### src/rtl/fc_stream_pkg.sv
// Shared constants for the 128-bit activation stream feeding the Layer-4 FC engine.
package fc_stream_pkg;

    localparam int DATA_W    = 16;
    localparam int LANES     = 8;
    localparam int BEAT_W    = DATA_W * LANES;
    localparam int L4_IN_LEN = 400;

    function automatic int ceil_div(input int num, input int den);
        return (num + den - 1) / den;
    endfunction

    // Counter width that stays at least one bit for degenerate sizes.
    function automatic int idx_w(input int n);
        return (n > 1) ? $clog2(n) : 1;
    endfunction

    localparam int BEATS_PER_FRAME = ceil_div(L4_IN_LEN, LANES);
    localparam int LANE_IDX_W      = idx_w(LANES);
    localparam int ELEM_IDX_W      = idx_w(L4_IN_LEN);

endpackage

### src/rtl/fc_beat_out_reg.sv
// Single-entry AXI-Stream holding register; data and last hold until reloaded.
module fc_beat_out_reg #(
    parameter int W = 128
) (
    input  logic         clk_i,
    input  logic         rst_n_i,
    input  logic         load_i,
    input  logic [W-1:0] data_i,
    input  logic         last_i,
    input  logic         ready_i,
    output logic         valid_o,
    output logic [W-1:0] data_o,
    output logic         last_o
);

    logic         valid_q, valid_d;
    logic         last_q, last_d;
    logic [W-1:0] data_q, data_d;

    // NOTE: every always_comb output gets a default first so no path can infer a latch.
    always_comb begin
        valid_d = valid_q;
        last_d  = last_q;
        data_d  = data_q;
        if (load_i) begin
            valid_d = 1'b1;
            last_d  = last_i;
            data_d  = data_i;
        end else if (ready_i) begin
            valid_d = 1'b0;
        end
    end

    // NOTE: state updates use non-blocking assignments so all registers see pre-edge values.
    always_ff @(posedge clk_i or negedge rst_n_i) begin
        if (!rst_n_i) begin
            valid_q <= 1'b0;
            last_q  <= 1'b0;
            data_q  <= '0;
        end else begin
            valid_q <= valid_d;
            last_q  <= last_d;
            data_q  <= data_d;
        end
    end

    assign valid_o = valid_q;
    assign data_o  = data_q;
    assign last_o  = last_q;

endmodule

### src/rtl/layer4_act_packer.sv
// Packs 16-bit Layer-3 activations into 128-bit beats, zero-padding and flagging the last beat of each frame.
module layer4_act_packer
    import fc_stream_pkg::*;
#(
    parameter int DATA_W    = fc_stream_pkg::DATA_W,
    parameter int LANES     = fc_stream_pkg::LANES,
    parameter int FRAME_LEN = fc_stream_pkg::L4_IN_LEN
) (
    input  logic                      ap_clk,
    input  logic                      ap_rst_n,
    input  logic [DATA_W-1:0]         s_Data_TDATA,
    input  logic                      s_Data_TVALID,
    output logic                      s_Data_TREADY,
    output logic [DATA_W*LANES-1:0]   a_Data_TDATA,
    output logic                      a_Data_TVALID,
    input  logic                      a_Data_TREADY,
    output logic                      a_Data_TLAST
);

    localparam int OUT_W  = DATA_W * LANES;
    localparam int LANE_W = idx_w(LANES);
    localparam int ELEM_W = idx_w(FRAME_LEN);

    logic [LANE_W-1:0] lane_q, lane_d;
    logic [ELEM_W-1:0] elem_q, elem_d;
    logic [OUT_W-1:0]  acc_q, acc_d;
    logic              acc_last_q, acc_last_d;
    logic              acc_full_q, acc_full_d;
    logic              move;
    logic              in_xfer;

    assign move          = acc_full_q & (~a_Data_TVALID | a_Data_TREADY);
    assign s_Data_TREADY = ~acc_full_q | move;
    assign in_xfer       = s_Data_TVALID & s_Data_TREADY;

    // A move empties the accumulator first, so a same-cycle input lands in a clean lane 0.
    always_comb begin
        acc_d      = acc_q;
        acc_last_d = acc_last_q;
        acc_full_d = acc_full_q;
        lane_d     = lane_q;
        elem_d     = elem_q;
        if (move) begin
            acc_d      = '0;
            acc_last_d = 1'b0;
            acc_full_d = 1'b0;
        end
        if (in_xfer) begin
            acc_d[lane_q*DATA_W +: DATA_W] = s_Data_TDATA;
            if (elem_q == ELEM_W'(FRAME_LEN - 1)) begin
                elem_d     = '0;
                lane_d     = '0;
                acc_full_d = 1'b1;
                acc_last_d = 1'b1;
            end else begin
                elem_d = elem_q + 1'b1;
                if (lane_q == LANE_W'(LANES - 1)) begin
                    lane_d     = '0;
                    acc_full_d = 1'b1;
                end else begin
                    lane_d = lane_q + 1'b1;
                end
            end
        end
    end

    // NOTE: the accumulator is an ordinary register, so it takes the async reset like the counters.
    always_ff @(posedge ap_clk or negedge ap_rst_n) begin
        if (!ap_rst_n) begin
            lane_q     <= '0;
            elem_q     <= '0;
            acc_q      <= '0;
            acc_last_q <= 1'b0;
            acc_full_q <= 1'b0;
        end else begin
            lane_q     <= lane_d;
            elem_q     <= elem_d;
            acc_q      <= acc_d;
            acc_last_q <= acc_last_d;
            acc_full_q <= acc_full_d;
        end
    end

    fc_beat_out_reg #(
        .W(OUT_W)
    ) u_out (
        .clk_i   (ap_clk),
        .rst_n_i (ap_rst_n),
        .load_i  (move),
        .data_i  (acc_q),
        .last_i  (acc_last_q),
        .ready_i (a_Data_TREADY),
        .valid_o (a_Data_TVALID),
        .data_o  (a_Data_TDATA),
        .last_o  (a_Data_TLAST)
    );

endmodule

### config.mk
export PLATFORM = sky130hd
export DESIGN_NAME = layer4_act_packer
export DESIGN_NICKNAME = d
export VERILOG_FILES = /design/src/rtl/fc_stream_pkg.sv /design/src/rtl/fc_beat_out_reg.sv /design/src/rtl/layer4_act_packer.sv
export SDC_FILE = /design/constraint.sdc
export NUM_CORES = 1
export LEC_CHECK = 0
export ABC_AREA = 0
export CAP_MARGIN = 20
export CORE_ASPECT_RATIO = 0.9
export CORE_UTILIZATION = 55
export CTS_CLUSTER_SIZE = 25
export DETAILED_ROUTE_END_ITERATION = 12
export PLACE_DENSITY_LB_ADDON = 0.1
export SLEW_MARGIN = 0
export SYNTH_ARGS = -nofsm -noshare
export SYNTH_HDL_FRONTEND = slang
export SYNTH_HIERARCHICAL = 1
export SYNTH_SLANG_ARGS = --single-unit
export TNS_END_PERCENT = 5
### constraint.sdc
create_clock -name ap_clk -period 2.5 [get_ports ap_clk]
set_input_delay 0.5 -clock ap_clk [delete_from_list [all_inputs] [get_ports ap_clk]]
set_output_delay 0.5 -clock ap_clk [all_outputs]
set_load 0.1 [all_outputs]
======== Word level (Yosys, flattened, before mapping) ========
Index checks and enable logic that the tools add are counted.
operators by class
  reductions and logical operators ........ 1
  bitwise logic cells ..................... 6
  mux-type cells .......................... 15
  shift-type cells ........................ 2
  equal/unequal tests ..................... 2
  add/subtract/negate cells ............... 3
operators by type and width
  operator                   number
  $mux 128                   2
  $bwmux 128                 1
  $shift 16x34->128 const A  1
  $shiftx 16x34->128         1
  $neg 7->34                 1
  $add 9x1->9 const B        1
  $eq 9x9->1 const B         1
  $mux 1                     9
  $mux 9                     1
  $mux 3                     2
  $add 3x1->3 const B        1
  $eq 3x3->1 const B         1
  $and 1x1->1                2
  $not 1->1                  2
  $or 1x1->1                 2
  $reduce_bool 2->1          1
word-level totals
  register bits ........................... 272
  input bits .............................. 20
  logic and storage cells ................. 37
  output and inout port bits .............. 131

======== Logic depth before layout (Yosys ltp) ========
  word-level depth ........................ 7
  gate-level depth with buffers ........... 9
  gate-level depth less buffers ........... 6

======== Cells and area by module ========
The synthesis kept the hierarchy.
by module, submodules not included
  module             seq. area each (um^2)  area an instance (um^2)  cells an instance  times used
  layer4_act_packer  3,553.4                6,900.4                  615                1
  fc_beat_out_reg    3,253.1                4,852.2                  275                1

======== Worst setup path before layout ========
Ideal clock, no wire load.
  path kind ............................... register to register
  from .................................... register u_out.valid_q, in the netlist u_out/valid_o
  to ...................................... register elem_q[1]
  data arrival time ....................... 2.144 ns
  cell stages (with the launch flop) ...... 6
  clock period less this slack ............ 2.268 ns
  library setup time ...................... 0.125 ns
  setup slack ............................. 0.232 ns
  cell sequence ........................... dfrtp_1 and3b_1 inv_4 buf_4 nand2_1 mux2_2
on the way
  cells in the longest elaborated chain, start to end .. 5
ends and longest elaborated chain
  element                   RTL line                 source
  start: declaration        fc_beat_out_reg.sv:16    logic valid_q, valid_d;
  start signal: assignment  fc_beat_out_reg.sv:41    valid_q <= valid_d;
  $not 1->1                 layer4_act_packer.sv:32  assign move = acc_full_q & (~a_Data_TVALID | a_Data_TREADY);
  $or 1x1->1                layer4_act_packer.sv:32
  $and 1x1->1               layer4_act_packer.sv:32
  $or 1x1->1                layer4_act_packer.sv:33  assign s_Data_TREADY = ~acc_full_q | move;
  named net s_Data_TREADY   layer4_act_packer.sv:13  output logic s_Data_TREADY,
  $and 1x1->1               layer4_act_packer.sv:34  assign in_xfer = s_Data_TVALID & s_Data_TREADY;
  end signal: assignment    layer4_act_packer.sv:77  elem_q <= elem_d;
  end: declaration          layer4_act_packer.sv:25  logic [ELEM_W-1:0] elem_q, elem_d;
The timed path passes the listed nets, and every way through them passes these cells.
A chain may end at the register's enable or synchronous reset.

======== Worst setup path after layout ========
  from .................................... input a_Data_TREADY
  to ...................................... output s_Data_TREADY
on the way
  cells in the longest elaborated chain, start to end .. 3
ends and longest elaborated chain
  element             RTL line                 source
  start: declaration  layer4_act_packer.sv:16  input logic a_Data_TREADY,
  $or 1x1->1          layer4_act_packer.sv:32
  $and 1x1->1         layer4_act_packer.sv:32
  $or 1x1->1          layer4_act_packer.sv:33
  end: declaration    layer4_act_packer.sv:13
No other way between the ends.

==> out/metrics.yaml <==
clock_latency_ps: 530
portBuffers: 150
dieWidth_um: 156
max_clock_freq_mhz: 447
path_max_fanout: 15
syn2layout_area_growth_pct: 19.2
synth_compound_gate_area_share_pct: 6.74
postRouteAntennaNets: 0
grt_first_pass_wirelength_mm: 42.2
seq_area_frac_synth_pct: 57.9
cts_buffer_depth: 3
nFillCells: 1632
initial_core_util_pct: 56.2
drt-initial-drc-count: 437
hold_viol: 0
synth_flop_cell: "dfrtp_1"
cts_sinks: 272
cts_resized: 0
via_per_inst: 5.56
hold_ws_ps: 480
required_ps: 2000
worst-r2r-setup-slack_ps: 490
syn_inst: 890
postSynthAreaPerCell_um2: 13.2
start_kind: "primary input"
wirelength_mm: 26.6
skew_ps: 13.2
synth-xor-area-share_pct: 0.224
synth_most_common_cell: "dfrtp_1"
synth.area.mux_share_pct: 23.4
synthAdderAreaFrac_pct: 0.852
grt_overflow: 0
htree_num_levels: 1
final.setup.tns_ps: 0
synth_edf_count: 0
yosysWarnings: 6
period_minus_slack_ps: 2240
path_cells: "clkdlybuf4s50_1, and3b_1, inv_4, buf_12"
dpl.hpwl_mm: 16.3
cpPeakStageDelay_ps: 530
core_area_um2: 20900
min_period_over_period_pct: 89.5
num_vias: 7443
dr.pass1.iters: 4
ys_types: 48
root_buffer: "clkbuf_16"
postCtsSetupBuffers: 0
cp.buffers_inverters: 3
rows: 50
ys_ff_latch: 272
grtUsageTotal_pct: 24.8
antenna_found_initial: 0
final-setup-viol-count: 0
tightest_slew_ps: 673
synth.area.top_cells: "dfrtp_1, mux2_2, mux2i_1, o21ai_0, nand2_1"
critical_path_class: "primary input to output port"
status: "finished, final reports clean"
clk_pin_slew_ps: 60
drc_errors: 0
synth_area_um2: 11800
grt_pass1_vias: 7542
rsz0062_at_grt: "no"
synth_top_area_share_pct: 57.9
slew_violations: 0
yosys-top-cells-count: "dfrtp_1, o21ai_0, mux2_2, mux2i_1, nand2_1"
maxSlewHeadroom_pct: 55.0
grt_max_degree: 130
setup.worst_path.end_class: "output port"
drive_gt1_share_pct: 32.7
ys_async_sr_fraction_pct: 100
finish.net_count: 1063
place.gp.congestion: 0.818
synth_top_family_by_area: "multiplexers"
numCtsBuffers: 27
cap_viol_max_count: 0
hold_class: "primary input to asynchronous set/reset pin"
diodes: 0
yosys.area_share.simple_pct: 6.25
slowest_stage: "clkdlybuf4s50_1"
cts_hold_buf: 1
synth_top_area_cell: "dfrtp_1"
syn_nets: 918
cts_tree: "yes"
cpLargestDelayFamily: "buffers and inverters"
wl_per_cell_um: 19.9
die_area_um2: 22000
cp.arrival_ps: 1740
ios: 151
finish.utilization_pct: 67.1
die_y_um: 141
placed cells by master (no fill, tap or decap), drive strengths merged, types with 2 or more instances in the layout:
| master | count |
|---|---|
| a31oi | 3 |
| and2 | 4 |
| and4 | 2 |
| buf | 159 |
| bufinv | 2 |
| clkbuf | 39 |
| clkdlybuf4s50 | 18 |
| clkinv | 6 |
| dfrtp | 272 |
| ha | 8 |
| inv | 21 |
| mux2 | 130 |
| mux2i | 128 |
| nand2 | 53 |
| nand2b | 16 |
| nand3 | 6 |
| nand4 | 9 |
| nor2 | 2 |
| nor2b | 7 |
| nor3b | 3 |
| nor4b | 3 |
| o21ai | 134 |
| o2bb2ai | 2 |
| or3 | 5 |
| xnor2 | 2 |
metal layers:
metal | GRT usage [%] | part of all wire (%)
met5 | 0 | 0
met3 | 4.33 | 5.9
met1 | 36.4 | 45
met4 | 6.97 | 2.6
met2 | 38.0 | 46
cell families after synthesis:
group / Yosys count
xor gates and xnor gates: 3
DFF: 272
muxes: 258
buffers and inverters: 84
AOI/OAI and AO/OA: 148
adders and majority gates: 8
and+or+nand+nor: 117
flip-flops by register name, summed over array words and instances (netlist names):
name / count
acc_full_q: 1
acc_last_q: 1
acc_q: 128
elem_q: 9
lane_q: 3
u_out/data_o: 128
u_out/last_o: 1
u_out/valid_o: 1
cell type report:
cell class	instances	area, µm²	area share, %
repair buffers	178	1490	10.6
clock buffers	39	771	5.50
flip-flops and latches	272	6810	48.6
multi-input cells	534	4410	31.5
well taps	286	358	2.55
inverters	22	86.3	0.616
clock inverters	7	85.1	0.607
per-stage QoR:
stage          cells  area, µm²  setup slack (ps)
2_1_floorplan    890      11800               232
3_3_place_gp    1291      13100               262
3_5_place_dp    1291      13100               254
4_1_cts         1338      14000               254
5_1_grt         1338      14000               186
6_report        1338      14000               263
final timing paths:
check / start / depth (start not counted) / to
min in group ap_clk: acc_q[12]$_DFF_PN0_ / 1 / u_out/data_o[12]$_DFFE_PN0P_
setup reg to reg: lane_q[1]$_DFFE_PN0P_ / 5 / acc_q[102]$_DFF_PN0_
hold reg to reg: acc_q[12]$_DFF_PN0_ / 1 / u_out/data_o[12]$_DFFE_PN0P_
max in group asynchronous: ap_rst_n / 3 / u_out/data_o[68]$_DFFE_PN0P_
setup / recovery: a_Data_TREADY / 4 / s_Data_TREADY
hold / removal: ap_rst_n / 2 / u_out/data_o[9]$_DFFE_PN0P_
Power is left out: the tool's default activity adds up to more than one toggle a clock period on the data nets, which glitch-free logic cannot reach.
